===== src/rtl/aes_arb_pkg.sv =====
// Shared constants for the two-master AES Wishbone arbiter.
package aes_arb_pkg;

    localparam logic [1:0] ST_IDLE   = 2'd0;
    localparam logic [1:0] ST_BUSY   = 2'd1;
    localparam logic [1:0] ST_TO_ACK = 2'd2;

    localparam logic [31:0] TIMEOUT_DATA_DEF = 32'hDEAD_BEEF;

    localparam int unsigned M0 = 0;
    localparam int unsigned M1 = 1;

endpackage


===== src/rtl/arb_rr_pick2.sv =====
// Combinational 2-way round-robin picker; on a tie the master that did not own last wins.
module arb_rr_pick2
    import aes_arb_pkg::*;
(
    input  logic [1:0] req,
    input  logic       last_owner,
    output logic [1:0] pick,
    output logic       valid
);

    always_comb begin
        pick      = '0;
        pick[M0]  = req[M0] & (~req[M1] | last_owner);
        pick[M1]  = req[M1] & (~req[M0] | ~last_owner);
        valid     = |req;
    end

endmodule


===== src/rtl/aes_bus_arbiter.sv =====
// Two-master Wishbone arbiter in front of the AES core: round-robin grant,
// cyc-held bus lock and an ack watchdog that self-acks a hung access.
module aes_bus_arbiter
    import aes_arb_pkg::*;
#(
    parameter int unsigned TIMEOUT_CYCLES = 256,
    parameter int unsigned CNT_W          = 9,
    parameter logic [31:0] TIMEOUT_DATA   = TIMEOUT_DATA_DEF
) (
    input  logic        clk,
    input  logic        rst_n,
    input  logic        m0_cyc,
    input  logic        m0_stb,
    input  logic        m0_we,
    input  logic [3:0]  m0_sel,
    input  logic [27:0] m0_adr,
    input  logic [31:0] m0_dat_w,
    output logic        m0_ack,
    output logic [31:0] m0_dat_r,
    input  logic        m1_cyc,
    input  logic        m1_stb,
    input  logic        m1_we,
    input  logic [3:0]  m1_sel,
    input  logic [27:0] m1_adr,
    input  logic [31:0] m1_dat_w,
    output logic        m1_ack,
    output logic [31:0] m1_dat_r,
    output logic        s_cyc,
    output logic        s_stb,
    output logic        s_we,
    output logic [3:0]  s_sel,
    output logic [27:0] s_adr,
    output logic [31:0] s_dat_w,
    input  logic        s_ack,
    input  logic [31:0] s_dat_r,
    output logic [1:0]  grant,
    output logic        timeout_flag,
    input  logic        timeout_clr
);

    logic [1:0]       state;
    logic [1:0]       grant_q;
    logic             last_owner;
    logic [CNT_W-1:0] cnt;

    logic [1:0]  req;
    logic [1:0]  pick;
    logic        pick_valid;
    logic        own_m1;
    logic        own_cyc, own_stb, own_we;
    logic [3:0]  own_sel;
    logic [27:0] own_adr;
    logic [31:0] own_dat_w;

    assign req[M0] = m0_cyc & m0_stb;
    assign req[M1] = m1_cyc & m1_stb;

    arb_rr_pick2 u_pick (
        .req        (req),
        .last_owner (last_owner),
        .pick       (pick),
        .valid      (pick_valid)
    );

    assign own_m1    = grant_q[M1];
    assign own_cyc   = own_m1 ? m1_cyc   : m0_cyc;
    assign own_stb   = own_m1 ? m1_stb   : m0_stb;
    assign own_we    = own_m1 ? m1_we    : m0_we;
    assign own_sel   = own_m1 ? m1_sel   : m0_sel;
    assign own_adr   = own_m1 ? m1_adr   : m0_adr;
    assign own_dat_w = own_m1 ? m1_dat_w : m0_dat_w;
    assign grant     = grant_q;

    always_ff @(posedge clk) begin
        if (!rst_n) begin
            state        <= ST_IDLE;
            grant_q      <= '0;
            last_owner   <= 1'b1;
            cnt          <= '0;
            timeout_flag <= 1'b0;
        end else begin
            // TO_ACK sets the flag at its closing edge, so a coincident clear loses.
            if (state == ST_TO_ACK)
                timeout_flag <= 1'b1;
            else if (timeout_clr)
                timeout_flag <= 1'b0;

            case (state)
                ST_IDLE: begin
                    cnt <= '0;
                    if (pick_valid) begin
                        grant_q <= pick;
                        state   <= ST_BUSY;
                    end
                end
                ST_BUSY: begin
                    if (!own_cyc) begin
                        state      <= ST_IDLE;
                        last_owner <= own_m1;
                        grant_q    <= '0;
                        cnt        <= '0;
                    end else if (own_stb && !s_ack) begin
                        if (cnt == CNT_W'(TIMEOUT_CYCLES - 1)) begin
                            state <= ST_TO_ACK;
                            cnt   <= '0;
                        end else begin
                            cnt <= cnt + CNT_W'(1);
                        end
                    end else begin
                        cnt <= '0;
                    end
                end
                ST_TO_ACK: begin
                    cnt <= '0;
                    if (own_cyc) begin
                        state <= ST_BUSY;
                    end else begin
                        state      <= ST_IDLE;
                        last_owner <= own_m1;
                        grant_q    <= '0;
                    end
                end
                default: begin
                    state   <= ST_IDLE;
                    grant_q <= '0;
                    cnt     <= '0;
                end
            endcase
        end
    end

    always_comb begin
        s_cyc    = 1'b0;
        s_stb    = 1'b0;
        s_we     = 1'b0;
        s_sel    = '0;
        s_adr    = '0;
        s_dat_w  = '0;
        m0_ack   = 1'b0;
        m0_dat_r = '0;
        m1_ack   = 1'b0;
        m1_dat_r = '0;
        case (state)
            ST_BUSY: begin
                s_cyc   = own_cyc;
                s_stb   = own_stb;
                s_we    = own_we;
                s_sel   = own_sel;
                s_adr   = own_adr;
                s_dat_w = own_dat_w;
                // Gating with cyc keeps an aborted access from seeing a late ack.
                if (own_m1) begin
                    m1_ack   = s_ack & own_cyc & own_stb;
                    m1_dat_r = s_dat_r;
                end else begin
                    m0_ack   = s_ack & own_cyc & own_stb;
                    m0_dat_r = s_dat_r;
                end
            end
            ST_TO_ACK: begin
                if (own_m1) begin
                    m1_ack   = 1'b1;
                    m1_dat_r = TIMEOUT_DATA;
                end else begin
                    m0_ack   = 1'b1;
                    m0_dat_r = TIMEOUT_DATA;
                end
            end
            default: ;
        endcase
    end

endmodule


===== config.mk =====
export PLATFORM = sky130hd
export DESIGN_NAME = aes_bus_arbiter
export DESIGN_NICKNAME = d
export VERILOG_FILES = /design/src/rtl/aes_arb_pkg.sv /design/src/rtl/arb_rr_pick2.sv /design/src/rtl/aes_bus_arbiter.sv
export SDC_FILE = /design/constraint.sdc
export NUM_CORES = 1
export LEC_CHECK = 0
export BUFFER_PORTS_ARGS = -buffer_cell sky130_fd_sc_hd__buf_2
export CAP_MARGIN = 20
export CORE_AREA = 3 3 117 119
export DETAILED_ROUTE_END_ITERATION = 7
export DIE_AREA = 0 0 120 122
export MAX_ROUTING_LAYER = met4
export PLACE_DENSITY = 0.51
export RECOVER_POWER = 100
export SYNTH_ARGS = -nofsm -noshare
export SYNTH_HDL_FRONTEND = slang
export SYNTH_SLANG_ARGS = --single-unit
export TNS_END_PERCENT = 5

===== constraint.sdc =====
create_clock -name clk -period 2.86 [get_ports clk]
set_clock_uncertainty 0.2 [all_clocks]
set_input_delay 0.572 -clock clk [delete_from_list [all_inputs] [get_ports clk]]
set_output_delay 0.572 -clock clk [all_outputs]
set_load 0.005 [all_outputs]

=== Word-level counts from Yosys, hierarchy flattened ===
Index checks and enable logic that the tools add are counted.

* Register bits after elaboration: 15
* Bits in latches: 0
* RAM bits: 0
* Bits in read-only memories: 0
* Bits of input ports: 170
* Output and inout bits: 136
* Logic and storage cells: 73
* Memories kept: 0

* Add/sub/neg operators: 1
* Multipliers: 0
* Div/mod/pow operators: 0
* Order comparisons: 0
* Eq/ne operators: 7
* Shift operators: 0
* Muxes and demuxes: 35
* Bitwise logic cells: 15
* Reduce and logical (&&, ||, !) cells: 10

{| class="wikitable"
|+ Operators by type and width
! kind !! number
|-
| $mux 32 || 6
|-
| $pmux 32 s2 || 2
|-
| $mux 28 || 2
|-
| $mux 1 || 13
|-
| $mux 2 || 6
|-
| $add 9x1->9 const B || 1
|-
| $eq 9x8->1 const B || 1
|-
| $mux 4 || 2
|-
| $not 1->1 || 7
|-
| $and 1x1->1 || 6
|-
| $ne 3x3->1 const B || 2
|-
| $pmux 2 s3 || 1
|-
| $reduce_or 5->1 || 1
|-
| $ne 2x2->1 const B || 2
|-
| $pmux 1 s2 || 2
|-
| $pmux 2 s2 || 1
|-
| $reduce_and 2->1 || 2
|-
| $reduce_or 2->1 || 2
|-
| $reduce_and 3->1 || 1
|-
| $eq 2x1->1 const B || 1
|-
| $eq 2x2->1 const B || 1
|-
| $logic_not 2->1 || 1
|-
| $or 1x1->1 || 2
|-
| $reduce_bool 2->1 || 1
|-
| 2 further kinds || 2
|}

=== Depth between registers and ports, before layout ===
Gate-level depths: netlist (run 1).

* Depth after elaboration: 6
* Depth in mapped cells: 8
* Depth with buffers taken out: 8

=== Hierarchy ===
From an unflattened synthesis (run 1), not the netlist that was laid out.

* Cell total of the unflattened synthesis: 375
* Area, all modules: 2,666.3 um^2

{| class="wikitable"
|+ Modules (own cells, without submodules)
! module !! instances !! cells each !! area an instance (um^2) !! seq. area each (um^2)
|-
| aes_bus_arbiter || 1 || 371 || 2,641.3 || 300.3
|-
| arb_rr_pick2 || 1 || 4 || 25.0 || 0.0
|}

=== Least setup slack after synthesis (run 1) ===
Ideal clock, no wire load.

* Kind: register to output
* Start: register state[1]
* End: output m0_dat_r[0]
* Arrival time: 1.453 ns
* Required time: 2.088 ns
* Setup slack: 0.635 ns
* Cell stages (with the launch flop): 8
* Cell sequence: dfxtp_1 -> inv_1 -> ha_1 -> nor2b_1 -> clkbuf_1 -> clkbuf_1 -> nand2_1 -> a21boi_1

* Cells in the longest elaborated chain, start to end: 2
* Elaborated cells between the ends (all ways): 3
* Classes of those cells: eq/ne: 2; mux: 1

{| class="wikitable"
|+ Ends and longest elaborated chain
! what !! RTL line !! text
|-
| start: declaration || aes_bus_arbiter.sv:41 || <nowiki>logic [1:0] state;</nowiki>
|-
| start signal: assignment || aes_bus_arbiter.sv:76 || <nowiki>state <= ST_IDLE;</nowiki>
|-
| start signal: assignment || aes_bus_arbiter.sv:93 || <nowiki>state <= ST_BUSY;</nowiki>
|-
| start signal: assignment || aes_bus_arbiter.sv:98 || <nowiki>state <= ST_IDLE;</nowiki>
|-
| $eq 2x2->1 or $eq 2x1->1 (tied branches) || aes_bus_arbiter.sv:143 || <nowiki>case (state)</nowiki>
|-
| $pmux 32 s2 (*) || aes_bus_arbiter.sv:143 ||
|-
| end: declaration || aes_bus_arbiter.sv:19 || <nowiki>output logic [31:0] m0_dat_r,</nowiki>
|}

Every way passes the cells marked *; elsewhere a longest branch is shown, timed or not.

=== Worst setup path after layout (run 1) ===
* Start: register state[1]
* End: output m0_dat_r[1]

Same word-level chain as after synthesis.

==> flow_metrics.env, run 1 <==
export IMPL_outcome="complete, no violations"
export IMPL_first_iter_violations=89
export IMPL_die_h_um=122
export IMPL_antenna_cells=0
export IMPL_remaining_drc_errors=0
export IMPL_clkPwrFrac_pct=19.4
export IMPL_portBuffers=305
export IMPL_clk_latency_ns=0.24
export IMPL_required_ns=2.09
export IMPL_syn_area_um2=2625
export IMPL_synth_top_family_by_area="simple AND/OR/NAND/NOR gates"
export IMPL_startpoint_type="flop"
export IMPL_root_buffer="clkbuf_16"
export IMPL_holdBufCountCts=0
export IMPL_yosysWarnings=0
export IMPL_ir_worst_vdd_mv=0.2483
export IMPL_core_area_um2=12670
export IMPL_synth_simple_area_share_pct=33.70
export IMPL_crit_type="reg -> out"
export IMPL_fillers=1403
export IMPL_worstPathCellList="inv_1 -> ha_2 -> nor2b_1 -> clkbuf_2 -> nand2_1 -> a21boi_0 -> buf_2"
export IMPL_post_route_min_period_ns=2.659
export IMPL_setup_viol=0
export IMPL_swShare_pct=39.46
export IMPL_placed_area_um2=4329
export IMPL_grt_setup_unrepaired="false"
export IMPL_post_route_period_util_pct=92.96
export IMPL_p_int_mw=0.8405
export IMPL_antenna_left=0
export IMPL_die_w_um=120
export IMPL_netlist_instances=373
export IMPL_seq_power_share_pct=16.9
export IMPL_wl_per_cell_um=12.90
export IMPL_grt_pass1_wl_um=16500
export IMPL_drive_gt1_share_pct=36.93
export IMPL_die_area_um2=14640
export IMPL_synthAdderAreaFrac_pct=2.860
export IMPL_drtPass1Iterations=4
export IMPL_syn_nets=549
export IMPL_overflow=0
export IMPL_synth_common_cells="mux2i_1 (69), nor2b_1 (68), nand2_1 (61), a21boi_1 (48), nor2_1 (25)"
export IMPL_num_vias=3584
export IMPL_setup_tns_ns=0
export IMPL_async_flop_share_pct=0
export IMPL_synth_xor_area_share_pct=2.002
export IMPL_tritoncts="built"
export IMPL_avgSynthCellArea_um2=7.038
export IMPL_synth_top_flop_cell="dfxtp_1"
export IMPL_h_tree_depth=1
export IMPL_seq_area_frac_synth_pct=11.44
export IMPL_synth_most_common_cell="mux2i_1"
export IMPL_fin_area_um2=4307
export IMPL_worstMarginPinSlew_ns=0.5945
export IMPL_cts_buffer_depth=2
export IMPL_viasPerCell=4.318
export IMPL_cts_buffers_inserted=3
export IMPL_ys_types=32
export IMPL_place_congestion=0.7931
export IMPL_path_clk_slew_ns=0.05
export IMPL_critPathCaptureType="primary output"
export IMPL_antenna_found_initial=0
export IMPL_p_leak_nw=1.903
export IMPL_grt_use_total_pct=13.44
export IMPL_synth_top_area_share_pct=26.31
export IMPL_slew_viol_final=0
export IMPL_cp_data_arrival_time_ns=1.89
export IMPL_grt_max_degree=75
export IMPL_synth_edff_count=0
export IMPL_p_per_area_nw_per_um2=322.4
export IMPL_wl_um=10710
export IMPL_slowest_delay_ns=0.44
export IMPL_synth_seq_cells=15
export IMPL_grt_pass1_vias=3513
export IMPL_slowest_stage="clkbuf_2"
export IMPL_synth_compound_area_share_pct=16.92
export IMPL_postCtsSetupBuffers=0
export IMPL_synthTopCellsByArea="mux2i_1 (26%), nor2b_1 (16%), a21boi_1 (14%)"
export IMPL_num_rows=41
export IMPL_hp_class="reg -> reg"
export IMPL_slew_headroom_pct=60.37
export IMPL_p_sw_mw=0.5479
export IMPL_initial_utilization_pct=20.72
export IMPL_synth_mux_area_share_pct=26.74
export IMPL_ios=306
export IMPL_regArea_um2=304.0
export IMPL_max_freq_mhz=376.1
export IMPL_fin_total_pwr_mw=1.388
export IMPL_synthToLayoutAreaGrowth_pct=64.06
export IMPL_maxCapViolCount=0
export IMPL_cts_repair_resized=0
export IMPL_yosysTopAreaCell="mux2i_1"
export IMPL_hpwl_um=8888
export IMPL_layout_nets=835
export IMPL_clock_sink_count=15
export IMPL_finalHoldViolCount=0
export IMPL_p_comb_share_pct=63.7
export IMPL_multiInputGateArea_um2=2161
export IMPL_critPathMaxFanout=27
==> state kept, by name (all words and copies together) (netlist names) <==
signal        count
grant             2
state             2
timeout_flag      1
last_owner        1
cnt               9
==> per-layer routing <==
metal | share of wire, % | wire length, um | global-route usage (%)
met1 | 40 | 4290 | 16.00
met2 | 52 | 5568 | 24.94
met3 | 7.1 | 758 | 1.903
met4 | 0.81 | 87 | 1.217
met5 | 0 | 0 | -
==> metrics by stage <==
stage / hold WS (ns) / setup WS [ns] / std cells / util (%)
floorplan: 0.2261 / 0.6354 / 373 / -
global placement: 0.2395 / 0.4940 / 826 / 34.17
detailed placement: 0.2511 / 0.4023 / 826 / 34.17
CTS: 0.2703 / 0.1953 / 830 / 34.80
global route: 0.2900 / 0.01009 / 830 / 33.99
finish: 0.2638 / 0.2014 / 830 / 33.99
==> power groups by stage <==
stage | registers [mW] | clock network (mW) | logic (mW)
global route | 0.237 | 0.285 | 0.987
floorplan | 0.232 | 0 | 0.539
CTS | 0.235 | 0.276 | 0.940
global placement | 0.238 | 0 | 0.928
detailed placement | 0.239 | 0 | 0.939
finish | 0.234 | 0.270 | 0.884
==> cell usage in the layout, fill, tap and decap left out, types with 2 or more instances in the layout <==
| cell | Yosys | routed |
|---|---|---|
| a21boi_0 | 0 | 34 |
| a21boi_1 | 48 | 14 |
| a21oi_1 | 4 | 4 |
| a41oi_1 | 2 | 2 |
| and3_1 | 7 | 7 |
| buf_12 | 0 | 2 |
| buf_2 | 10 | 217 |
| buf_4 | 0 | 5 |
| clkbuf_1 | 22 | 77 |
| clkbuf_16 | 0 | 3 |
| clkbuf_2 | 0 | 12 |
| dfxtp_1 | 15 | 14 |
| ha_1 | 6 | 5 |
| inv_1 | 7 | 7 |
| mux2i_1 | 69 | 69 |
| nand2_1 | 61 | 61 |
| nand2b_1 | 3 | 3 |
| nand3_1 | 4 | 4 |
| nor2_1 | 25 | 25 |
| nor2b_1 | 68 | 68 |
| o21ai_0 | 0 | 2 |
| xnor2_1 | 3 | 3 |
| xor2_1 | 3 | 3 |
==> area by class of cell <==
class / count / share of cell area [%]
repair buffers: 314 / 35.21
clock inverters: 1 / 0.1162
multi-input cells: 317 / 50.17
flip-flops and latches: 15 / 7.060
clock buffers: 3 / 1.743
well taps: 172 / 4.997
inverters: 8 / 0.6973
==> kinds of logic after synthesis <==
family | after synthesis
and+or+nand+nor | 175
DFF | 15
buffers and inverters | 41
xor gates and xnor gates | 6
AOI/OAI and AO/OA | 60
muxes | 70
adders and majority gates | 6
==> worst max-delay path: cells and delay by family, from the launching register on <==
| kind | cells | cell delay (ns) |
|---|---|---|
| buffers and inverters | 3 | 0.68 |
| DFF | 1 | 0.33 |
| AOI/OAI and AO/OA | 1 | 0.23 |
| and+or+nand+nor | 2 | 0.22 |
| adders and majority gates | 1 | 0.18 |
==> final timing paths <==
| path | start | to | slack (ns) | depth (start not counted) |
|---|---|---|---|---|
| worst max-delay path | state[1]$_SDFFE_PN0P_ | m0_dat_r[1] | 0.20 | 7 |
| worst max register to register | state[1]$_SDFFE_PN0P_ | cnt[2]$_SDFF_PP0_ | 0.46 | 6 |
| worst min register to register | cnt[0]$_SDFF_PP0_ | cnt[0]$_SDFF_PP0_ | 0.26 | 1 |
| worst min-delay path | cnt[0]$_SDFF_PP0_ | cnt[0]$_SDFF_PP0_ | 0.26 | 1 |
Note: power is estimated with default switching activity, not from simulation.
==> run 2: changes to the inputs <==
REMOVE_ABC_BUFFERS = 1   (was not set)
==> run 2 against run 1 <==
  * Combinational power rose by 2.6%
  * Largest cell class unchanged
  * Highest routed layer unchanged
  * Via count rose by 3.2%
  * Critical endpoint is now m0_dat_r[2]
  * Design area rose by 0.70%
  * Sequential power rose by 4%
  * Utilization rose by 0.24 points
==> flow_metrics.env, run 2 (synthesis gave the netlist of run 1 again) <==
export IMPL_required_ns=2.09
export IMPL_drtPass1Iterations=6
export IMPL_min_delay_start="cnt[0]$_SDFF_PP0_"
export IMPL_setup_viol=0
export IMPL_final_cell_mix="buf_2 (211), clkbuf_1 (78), mux2i_1 (69)"
export IMPL_clock_sink_count=15
export IMPL_overflow=0
export IMPL_path_clk_slew_ns=0.05
export IMPL_first_iter_violations=153
export IMPL_p_sw_mw=0.5686
export IMPL_wl_per_cell_um=15.32
export IMPL_holdPathEnd="cnt[0]$_SDFF_PP0_"
export IMPL_largest_reg_flops=9
export IMPL_post_route_period_util_pct=92.94
export IMPL_tritoncts="built"
export IMPL_p_per_area_nw_per_um2=327.2
export IMPL_clkPwrFrac_pct=19.0
export IMPL_num_vias=3698
export IMPL_cp_data_arrival_time_ns=1.89
export IMPL_final_common_cell="buf_2"
export IMPL_ir_worst_vdd_mv=0.4695
export IMPL_layout_nets=838
export IMPL_post_route_min_period_ns=2.658
export IMPL_critPathBufInv=3
export IMPL_worstReg2RegEnd="state[1]$_SDFFE_PN0P_"
export IMPL_rr_worst_depth=8
export IMPL_die_w_um=120
export IMPL_drive_gt1_share_pct=37.07
export IMPL_ios=306
export IMPL_r2r_slack_ns=0.61
export IMPL_slowest_delay_ns=0.34
export IMPL_hp_class="reg -> reg"
export IMPL_hold_depth=1
export IMPL_antenna_found_initial=0
export IMPL_core_area_um2=12670
export IMPL_hpwl_um=10620
export IMPL_h_tree_depth=1
export IMPL_place_congestion=0.8971
export IMPL_initial_utilization_pct=20.72
export IMPL_seq_power_share_pct=17.1
export IMPL_die_area_um2=14640
export IMPL_synthToLayoutAreaGrowth_pct=65.20
export IMPL_crit_type="reg -> out"
export IMPL_p_comb_share_pct=63.9
export IMPL_antenna_cells=0
export IMPL_grt_max_degree=60
export IMPL_finalHoldViolCount=0
export IMPL_slew_headroom_pct=64.81
export IMPL_slowest_stage="dfxtp_1"
export IMPL_place_ws_ns=0.4097
export IMPL_wl_um=12760
export IMPL_startpoint_type="flop"
export IMPL_max_freq_mhz=376.2
export IMPL_p_int_mw=0.8505
export IMPL_slew_viol_final=0
export IMPL_outcome="complete, no violations"
export IMPL_num_rows=41
export IMPL_fin_ws_ns=0.2020
export IMPL_root_buffer="clkbuf_16"
export IMPL_remaining_drc_errors=0
export IMPL_worstPathCellList="inv_1 -> ha_2 -> nor2b_2 -> buf_4 -> nand2_1 -> a21boi_1 -> clkbuf_1"
export IMPL_antenna_left=0
export IMPL_portBuffers=305
export IMPL_grt_pass1_wl_um=18540
export IMPL_critPathCaptureType="primary output"
export IMPL_cts_buffer_depth=2
export IMPL_critical_path_top_delay_family="buffers and inverters"
export IMPL_grt_pass1_vias=3535
export IMPL_grt_setup_unrepaired="false"
export IMPL_maxCapViolCount=0
export IMPL_holdBufCountCts=0
export IMPL_die_h_um=122
export IMPL_p_leak_nw=1.911
export IMPL_grt_use_total_pct=16.08
export IMPL_clk_latency_ns=0.24
export IMPL_top_register="cnt"
export IMPL_viasPerCell=4.439
export IMPL_reg2reg_from="cnt[0]$_SDFF_PP0_"
export IMPL_swShare_pct=40.07
export IMPL_setup_tns_ns=0
export IMPL_cts_buffers_inserted=3
export IMPL_critPathMaxFanout=27
export IMPL_worstMarginPinSlew_ns=0.5279
export IMPL_post_route_util_pct=34.23
[run 2: worst max path at each step]
stage	start	endpoint	slack (ns)	cells past startpoint
2_1_floorplan	grant[1]$_SDFFE_PN0P_	m1_dat_r[0]	-1.96	2
3_3_place_gp	state[0]$_SDFFE_PN0P_	m1_dat_r[20]	0.45	6
3_5_place_dp	state[0]$_SDFFE_PN0P_	m0_dat_r[29]	0.41	6
4_1_cts	state[0]$_SDFFE_PN0P_	m0_dat_r[29]	0.14	6
5_1_grt	state[1]$_SDFFE_PN0P_	m1_dat_r[25]	0.04	7
6_report	state[1]$_SDFFE_PN0P_	m0_dat_r[2]	0.20	7
[run 2: worst register-to-register path: cells and delay by family (launching register included)]
kind / cells / cell delay [ns]
AO/OA/AOI/OAI: 2 / 0.47
adder cells (fa/ha/maj): 2 / 0.35
flip-flops: 1 / 0.36
AND/OR/NAND/NOR: 4 / 0.77
[run 2: what timing repair did]
| action | 4_1_cts | 5_1_grt |
|---|---|---|
| setup buffers | 0 | 0 |
| gates resized for setup | 0 | 1 |
| setup endpoints to repair | 0 | 2 |
[run 2: metrics by stage]
stage / cells / hold slack, ns / power [mW] / cell area (um2)
2_1_floorplan: 340 / 0.2261 / 0.7590 / 2489
3_3_place_gp: 829 / 0.2385 / 1.183 / 4354
3_5_place_dp: 829 / 0.2510 / 1.194 / 4354
4_1_cts: 833 / 0.2630 / 1.474 / 4434
5_1_grt: 833 / 0.3028 / 1.538 / 4337
6_report: 833 / 0.2534 / 1.419 / 4337
[run 2: per-layer routing]
layer | global-route usage, % | vias up | routed length, um
met5 | - | - | 0
met2 | 28.66 | 154 | 6335
li1 | - | 1829 | -
met1 | 19.16 | 1695 | 5245
met4 | 3.221 | 0 | 242
met3 | 2.693 | 20 | 939
[run 2: power by group through the flow]
stage	clock [mW]	sequential [mW]	combinational [mW]
after floorplan	0	0.258	0.501
after global placement	0	0.246	0.936
after detailed placement	0	0.247	0.946
after CTS	0.280	0.243	0.951
after global routing	0.285	0.246	1.01
final	0.270	0.243	0.907
[run 2: cell type report]
type / instances / area [um2]
tap: 172 / 215.2
clock buffer: 3 / 75.07
multi-input combinational: 317 / 2163
clock inverter: 1 / 5.005
inverter: 8 / 30.03
fill: 1428 / 8334
sequential: 15 / 304.0
timing repair buffer: 317 / 1544
==> run 3: changes to the inputs <==
ABC_AREA = 1   (was not set)
PLACE_DENSITY = 0.47   (was 0.51)
==> run 3 against run 2 <==
  * Total power grew 93%
  * Design area is 14% lower
  * Register-to-register slack worse by 0.07 ns
  * Clock-buffer cell count is 1 higher
  * Critical path depth decreased by 1
  * Non-clock buffer count down 5
  * Final cell count down 3.5%
==> flow_metrics.env, run 3 <==
export IMPL_outcome="complete, no violations"
export IMPL_ios=306
export IMPL_wl_per_cell_um=20.03
export IMPL_die_area_um2=14640
export IMPL_viasPerCell=4.568
export IMPL_fillers=1524
export IMPL_grt_pass1_wl_um=22160
export IMPL_postCtsSetupBuffers=0
export IMPL_layout_nets=807
export IMPL_avgSynthCellArea_um2=6.267
export IMPL_root_buffer="clkbuf_16"
export IMPL_fin_total_pwr_mw=2.739
export IMPL_final_cell_mix="buf_2 (191), clkbuf_1 (110), nand2_1 (76)"
export IMPL_critPathCaptureType="primary output"
export IMPL_place_ws_ns=0.3928
export IMPL_p_per_area_nw_per_um2=730.2
export IMPL_post_route_util_pct=29.60
export IMPL_p_leak_nw=1.810
export IMPL_worstMarginPinSlew_ns=0.5665
export IMPL_synth_seq_cells=15
export IMPL_slew_headroom_pct=62.23
export IMPL_grt_pass1_vias=3502
export IMPL_clock_sink_count=15
export IMPL_synthAdderAreaFrac_pct=3.482
export IMPL_initial_utilization_pct=17.01
export IMPL_synthToLayoutAreaGrowth_pct=74.00
export IMPL_hp_class="reg -> reg"
export IMPL_hold_worst_slack_ns=0.2493
export IMPL_grt_setup_unrepaired="false"
export IMPL_cts_buffers_inserted=3
export IMPL_netlist_instances=344
export IMPL_overflow=0
export IMPL_multiInputGateArea_um2=1553
export IMPL_h_tree_depth=1
export IMPL_post_route_min_period_ns=2.752
export IMPL_ys_types=28
export IMPL_post_route_period_util_pct=96.21
export IMPL_portBuffers=305
export IMPL_core_area_um2=12670
export IMPL_final_common_cell="buf_2"
export IMPL_remaining_drc_errors=0
export IMPL_synth_top_area_share_pct=26.41
export IMPL_slowest_delay_ns=0.45
export IMPL_wl_um=16100
export IMPL_synth_xor_area_share_pct=0.8125
export IMPL_antenna_left=0
export IMPL_finalHoldViolCount=0
export IMPL_synth_simple_area_share_pct=28.73
export IMPL_tritoncts="built"
export IMPL_regArea_um2=300.3
export IMPL_required_ns=2.09
export IMPL_grt_use_total_pct=20.76
export IMPL_synthTopCellsByArea="a22o_1 (26%), dfxtp_1 (14%), nand2_1 (13%)"
export IMPL_top_register="cnt"
export IMPL_hpwl_um=13750
export IMPL_r2r_slack_ns=0.54
export IMPL_maxCapViolCount=0
export IMPL_fin_ws_ns=0.1083
export IMPL_path_clk_slew_ns=0.05
export IMPL_antenna_found_initial=3
export IMPL_die_h_um=122
export IMPL_synth_compound_area_share_pct=40.05
export IMPL_place_congestion=0.9440
export IMPL_synth_most_common_cell="nand2_1"
export IMPL_startpoint_type="flop"
export IMPL_async_flop_share_pct=0
export IMPL_max_freq_mhz=363.4
export IMPL_setup_viol=0
export IMPL_slew_viol_final=0
export IMPL_drive_gt1_share_pct=34.29
export IMPL_first_iter_violations=261
export IMPL_syn_area_um2=2156
export IMPL_drtPass1Iterations=4
export IMPL_crit_type="reg -> out"
export IMPL_yosysWarnings=0
export IMPL_die_w_um=120
export IMPL_ir_worst_vdd_mv=0.4227
export IMPL_slowest_stage="buf_4"
export IMPL_synth_top_family_by_area="compound AO/OA/AOI/OAI gates"
export IMPL_num_vias=3673
export IMPL_grt_max_degree=92
export IMPL_cts_repair_resized=0
export IMPL_cts_buffer_depth=2
export IMPL_seq_area_frac_synth_pct=13.93
export IMPL_yosysTopAreaCell="a22o_1"
export IMPL_num_rows=41
export IMPL_synth_top_flop_cell="dfxtp_1"
export IMPL_synth_edff_count=0
export IMPL_cp_data_arrival_time_ns=1.98
export IMPL_critPathMaxFanout=56
export IMPL_holdBufCountCts=0
export IMPL_worstPathCellList="inv_1 -> ha_1 -> clkinv_1 -> buf_4 -> a21oi_1 -> buf_2"
export IMPL_synth_mux_area_share_pct=0
export IMPL_largest_reg_flops=9
export IMPL_setup_tns_ns=0
export IMPL_synth_common_cells="nand2_1 (74), a22o_1 (65), a21oi_1 (53), inv_1 (31), buf_2 (21)"
export IMPL_clk_latency_ns=0.24
-- run 3: cell types whose count changed after synthesis, sizes merged, moves of 8 or more --
cell,previous run,this run
a21oi,4,53
nand3,4,12
a22o,0,65
nand2,61,78
buf,11,24
clkbuf,22,6
inv,7,35
mux2i,69,0
a21boi,48,0
nor2b,68,0
nor3,0,22
-- run 3: final cells by class --
type	instances	area share (%)
Antenna cell	2	0.1334
Clock buffer	4	2.101
Inverter	35	3.569
Multi-Input combinational cell	264	41.39
Sequential cell	15	8.005
Tap cell	172	5.737
Timing Repair Buffer	312	39.06
-- run 3: worst max-delay path: cells and delay by family, from the launching register on --
family | cells | cell delay, ns
buf+inv | 4 | 0.81
flops | 1 | 0.38
fa+ha+maj | 1 | 0.35
compound gates | 1 | 0.16
-- run 3: final timing paths --
check / start / to / cells past startpoint
setup / recovery: state[0]$_SDFFE_PN0P_ / m0_dat_r[0] / 6
hold / removal: cnt[0]$_SDFF_PP0_ / cnt[0]$_SDFF_PP0_ / 1
setup reg to reg: cnt[0]$_SDFF_PP0_ / cnt[6]$_SDFF_PP0_ / 11
hold reg to reg: cnt[0]$_SDFF_PP0_ / cnt[0]$_SDFF_PP0_ / 1
-- run 3: stage by stage --
stage,instances,instance area [um2]
finish,804,3751
global route,803,3749
CTS,802,3908
detailed placement,798,3829
global placement,798,3829
floorplan,314,2009
-- run 3: logic make-up (layout without fill, tap and decap cells) --
logic type      after synthesis  after routing
buf+inv                      65            351
compound gates              123            123
fa+ha+maj                     6              6
simple gates                133            133
other cells                   0              2
xor+xnor                      2              2
flops                        15             15
-- run 3: per-layer routing --
layer	vias up	GRT usage [%]	part of all wire (%)
met3	12	4.271	8.5
met5	-	-	0
li1	1776	-	-
met4	0	2.720	1.3
met1	1727	26.81	42
met2	158	34.53	48
-- run 3: report_power, final --
group          leakage [nW]  internal (mW)  switching (mW)
Combinational          1.65          0.799            1.38
Sequential            0.122          0.249          0.0403
Clock                0.0382          0.188          0.0786
